==> config.mk <==
export PLATFORM = sky130hd
export DESIGN_NAME = lo_quad_gen
export DESIGN_NICKNAME = d
export VERILOG_FILES = /design/src/rtl/lo_quad_gen.sv
export SDC_FILE = /design/constraint.sdc
export NUM_CORES = 1
export LEC_CHECK = 0
export ABC_CLOCK_PERIOD_IN_PS = 5500
export BUFFER_PORTS_ARGS = -buffer_cell sky130_fd_sc_hd__clkbuf_2
export CORE_ASPECT_RATIO = 1.5
export CORE_UTILIZATION = 55
export CTS_CLUSTER_SIZE = 24
export DETAILED_ROUTE_END_ITERATION = 8
export HOLD_SLACK_MARGIN = 0.02
export PLACE_DENSITY = 0.74
export SYNTH_ARGS = -nofsm -noshare
export SYNTH_HDL_FRONTEND = slang
export SYNTH_SLANG_ARGS = --single-unit
==> constraint.sdc <==
create_clock -name clk -period 5.5 [get_ports clk]
set_input_delay 1.1 -clock clk [delete_from_list [all_inputs] [get_ports clk]]
set_output_delay 1.1 -clock clk [all_outputs]
set_load 0.005 [all_outputs]
==> src/rtl/lo_quad_gen.sv <==
// Quadrature local oscillator: a programmable phase accumulator drives a quarter-wave
// sine table; quadrant folding yields matched cosine (I) and sine (Q) samples, 2-cycle latency.
module lo_quad_gen #(
    parameter int          BIT_WIDTH    = 14,
    parameter int          TABLE_BITS   = 4,
    parameter int          PHASE_BITS   = 16,
    parameter int unsigned DEFAULT_STEP = 1024
) (
    input  logic                  clk,
    input  logic                  rst,
    input  logic                  en,
    input  logic [PHASE_BITS-1:0] step_in,
    input  logic                  step_load,
    input  logic                  phase_clr,
    output logic [BIT_WIDTH-1:0]  i_out,
    output logic [BIT_WIDTH-1:0]  q_out,
    output logic                  valid
);

    localparam int                    N         = 1 << TABLE_BITS;
    localparam logic [PHASE_BITS-1:0] RST_STEP  = PHASE_BITS'(DEFAULT_STEP);
    localparam longint                HALF_PI_S = 64'sd1686629713;  // pi/2 in Q30

    // Integer Taylor series in Q30 so the table is built without real arithmetic.
    function automatic logic [BIT_WIDTH-1:0] sin_entry(input int k);
        longint x, x2, term, acc, amp;
        x    = (HALF_PI_S * longint'(k)) / longint'(N);
        x2   = (x * x) >>> 30;
        term = x;
        acc  = x;
        for (int n = 1; n <= 12; n++) begin
            term = -(((term * x2) >>> 30) / longint'((2 * n) * (2 * n + 1)));
            acc  = acc + term;
        end
        amp = (longint'(1) <<< (BIT_WIDTH - 1)) - 1;
        return BIT_WIDTH'((amp * acc + (longint'(1) <<< 29)) >>> 30);
    endfunction

    logic [BIT_WIDTH-1:0] tab [0:N];

    for (genvar k = 0; k <= N; k++) begin : g_tab
        localparam logic [BIT_WIDTH-1:0] TV = sin_entry(k);
        assign tab[k] = TV;
    end

    logic [PHASE_BITS-1:0] ph_q, ph_d;
    logic [PHASE_BITS-1:0] step_q, step_d;
    logic [1:0]            quad;
    logic [TABLE_BITS:0]   off, off_c;

    assign quad  = ph_q[PHASE_BITS-1 -: 2];
    assign off   = {1'b0, ph_q[PHASE_BITS-3 -: TABLE_BITS]};
    assign off_c = (TABLE_BITS + 1)'(N) - off;

    always_comb begin
        ph_d   = ph_q;
        step_d = step_q;
        if (phase_clr) begin
            ph_d = '0;
        end else if (en) begin
            ph_d = ph_q + step_q;
        end
        if (step_load) begin
            step_d = step_in;
        end
    end

    logic [BIT_WIDTH-1:0]        t_o_q, t_no_q;
    logic [1:0]                  quad_q;
    logic                        v1_q;
    logic signed [BIT_WIDTH-1:0] s_o, s_no, sin_d, cos_d;
    logic [BIT_WIDTH-1:0]        i_q, q_q;
    logic                        valid_q;

    assign s_o  = $signed(t_o_q);
    assign s_no = $signed(t_no_q);

    // Table magnitudes never exceed A, so negation cannot overflow.
    always_comb begin
        sin_d = s_o;
        cos_d = s_no;
        case (quad_q)
            2'd0: begin sin_d = s_o;   cos_d = s_no;  end
            2'd1: begin sin_d = s_no;  cos_d = -s_o;  end
            2'd2: begin sin_d = -s_o;  cos_d = -s_no; end
            default: begin sin_d = -s_no; cos_d = s_o; end
        endcase
    end

    always_ff @(posedge clk) begin
        if (rst) begin
            ph_q    <= '0;
            step_q  <= RST_STEP;
            v1_q    <= 1'b0;
            valid_q <= 1'b0;
            i_q     <= '0;
            q_q     <= '0;
        end else begin
            ph_q    <= ph_d;
            step_q  <= step_d;
            v1_q    <= en;
            valid_q <= v1_q;
            if (en) begin
                t_o_q  <= tab[off];
                t_no_q <= tab[off_c];
                quad_q <= quad;
            end
            // Outputs hold their last sample across gaps.
            if (v1_q) begin
                i_q <= cos_d;
                q_q <= sin_d;
            end
        end
    end

    assign i_out = i_q;
    assign q_out = q_q;
    assign valid = valid_q;

endmodule

==> results.cfg <==
[timing]
setup_viol = 0
maxSlewHeadroom = 0.2155
min_period_ns = 2.867
worst_pin_slew_ns = 1.176
hold_viol_final = 0
post-route-period-util = 0.5212
rsz0062_at_grt = no
skew_ns = 0.005780
fmax_mhz = 348.8
slew_viol_final = 0
tns_ns = 0
hold_ws_ns = 0.4688

[setup_path]
end_kind = flip-flop
worstPathRequired_ns = 5.58
worstReg2RegStart = ph_q[13]
cp-startpoint = ph_q[13]
cp_slowest_cell = dfxtp_1
r2r_setup_slack_ns = 2.63
crit_path_max_incr_delay_ns = 0.82
critPathBufInv = 1
cp_max_fo = 23
path_delay_family = flip-flops
cp-start-kind = flip-flop
path_cells = inv_1 > xnor2_1 > nand2b_1 > maj3_1 > o21ai_0 > nand2_1
critPathKind = reg2reg
arrival_ns = 2.95

[placed_design]
gp_congestion = 0.9368
dp_hpwl_um = 9708
placed_cell_area_mm2 = 0.005918
dp.cells = 783
port_buffers = 49

[power_and_ir_drop]
switching_share = 0.2684
clkPwrFrac = 0.389
p_leak_nw = 2.576
power_density_mw_per_mm2 = 260.6
p_int_mw = 1.188
irDropWorstVdd_v = 0.0001981
seqPwrFrac = 0.466
switching_power_mw = 0.4360
power_frac_comb = 0.145

[yosys]
yosys_warnings = 0
synth_cells = 659
dominantRegCellSynth = dfxtp_1
yosysTopAreaCellShare = 0.2182
yosys.area.top_type = dfxtp_1
ys_ff_latch = 90
yosysSeqAreaShare = 0.3660
synth_edf_count = 28
async_flop_share = 0
yosys-top-cells-count = 80 x nor2_1, 68 x nand2_1, 62 x dfxtp_1
synth_nets = 706
syn-cell-area_mm2 = 0.005689
yosysUniqueCellTypes = 69
post-synth-top-count-cell = nor2_1
avgSynthCellArea_um2 = 8.633
synthTopCellsByArea = dfxtp_1 22%, edfxtp_1 15%, mux2i_1 8.3%, ha_1 5.5%, nor2_1 5.3%

[cts]
clk_pin_slew_ns = 0.06
ctsResizeCount = 0
clkSinkCount = 90
clk_path_buf_depth = 2
h-tree-depth = 3
cts_buffers = 9
ctsHoldBuffers = 0
post_cts_buffers = 0
cts_tree = built
insertion_delay_ns = 0.34
root_buffer = clkbuf_16

[global_route]
grt_max_degree = 36
grt_overflow_total = 0
grt_pass1_wl_um = 21420
antenna_found_initial = 0
first_global_vias = 4589
track_usage = 0.2487

[routing]
drt_wl_total_um = 13100
drc = 0
dr.pass1.iters = 5
vias_per_cell = 6.115
drt_iter0_markers = 240
wl_per_cell_um = 16.40
ant_nets = 0
vias = 4886

[die]
rows = 45
dieWidth_um = 85.04
die_h_um = 126.6
core_mm2 = 0.01008
start_util = 0.5645
die-area_mm2 = 0.01076
io_pins = 50

[layout]
antenna_cells = 0
area_growth_syn_to_layout_pct = 9.567
n_fill_cell = 873
layout.cells.non_filler = 799
drive_gt1_frac = 0.1290
post-route-util = 0.6185
finish.instance_area_mm2 = 0.006233
multi_input_area_mm2 = 0.003324
area.sequential_mm2 = 0.002082
num-nets-final = 724

[min_path]
min-delay-start = q_out[13]
holdCritPathClass = reg2reg

[flow_run]
cap_violations = 0

[outcome]
outcome = finished clean
worst register-to-register path: cells and delay by family (launching register included):
kind	cells	cell delay, ns
flip-flops	1	0.82
XOR/XNOR	1	0.59
buffers and inverters	1	0.43
adder cells (fa/ha/maj)	1	0.37
AND/OR/NAND/NOR	2	0.22
AO/OA/AOI/OAI	1	0.19
registers in the layout, summed over array words and instances, names as in the netlist, 2 cells and up:
register,flops
i_out,14
ph_q,16
q_out,14
quad_q,2
s_no,13
s_o,13
step_q,16
cell families after synthesis:
logic type                 Yosys count  share of synthesized area
buffers and inverters               68                    0.05014
xor gates and xnor gates            32                    0.04926
DFF                                 90                     0.3660
and+or+nand+nor                    219                     0.1766
adders and majority gates           28                    0.06202
muxes                               49                    0.09061
AOI/OAI and AO/OA                  173                     0.2054
cell type report:
cell class / instances / area share
Multi-Input combinational cell: 501 / 0.5333
Tap cell: 117 / 0.02348
Clock inverter: 5 / 0.006423
Timing Repair Buffer: 55 / 0.04657
Sequential cell: 90 / 0.3340
Clock buffer: 11 / 0.04416
Inverter: 20 / 0.01204
power groups by stage:
stage,logic [mW],clock network (mW),registers (mW)
4_1_cts,0.235,0.643,0.756
6_report,0.236,0.632,0.756
3_5_place_dp,0.233,0,0.771
2_1_floorplan,0.184,0,0.758
5_1_grt,0.262,0.670,0.761
3_3_place_gp,0.228,0,0.769
layer usage:
layer  track usage  vias up  share of wire
met5             0        -              0
met4        0.1735        0          0.050
met3       0.03123       47          0.034
met2        0.4516      160           0.53
met1        0.2627     2251           0.38
li1              -     2428              -
worst paths after layout:
kind / end / depth (start not counted)
setup / recovery: s_no[5] / 6
setup reg to reg: s_no[5] / 6
hold reg to reg: q_out[13] / 2
hold / removal: q_out[13] / 2
per-stage QoR:
step	setup WS [ns]	power [mW]
after CTS	2.636	1.634
after floorplan	2.398	0.9419
after global routing	2.428	1.693
after global placement	2.293	0.9962
after detailed placement	2.286	1.004
final	2.633	1.624
layout by cell type, fill, tap and decap left out, drive strengths merged, types with 3 or more instances in the layout:
master  instances
nor2           80
nand2          68
dfxtp          62
clkbuf         60
mux2i          47
o21ai          41
a21oi          35
edfxtp         28
ha             25
inv            23
xnor2          19
a31oi          16
nor3           15
xor2           13
nand2b         12
nand3          11
o211ai         10
a211oi          8
o22ai           7
a21o            7
nand4           6
and3            6
buf             6
o311ai          5
a22o            5
or3             5
nor4            5
a32o            3
a31o            3
o31a            3
o32ai           3
o21a            3
o31ai           3
(Power assumes the default switching activity.)
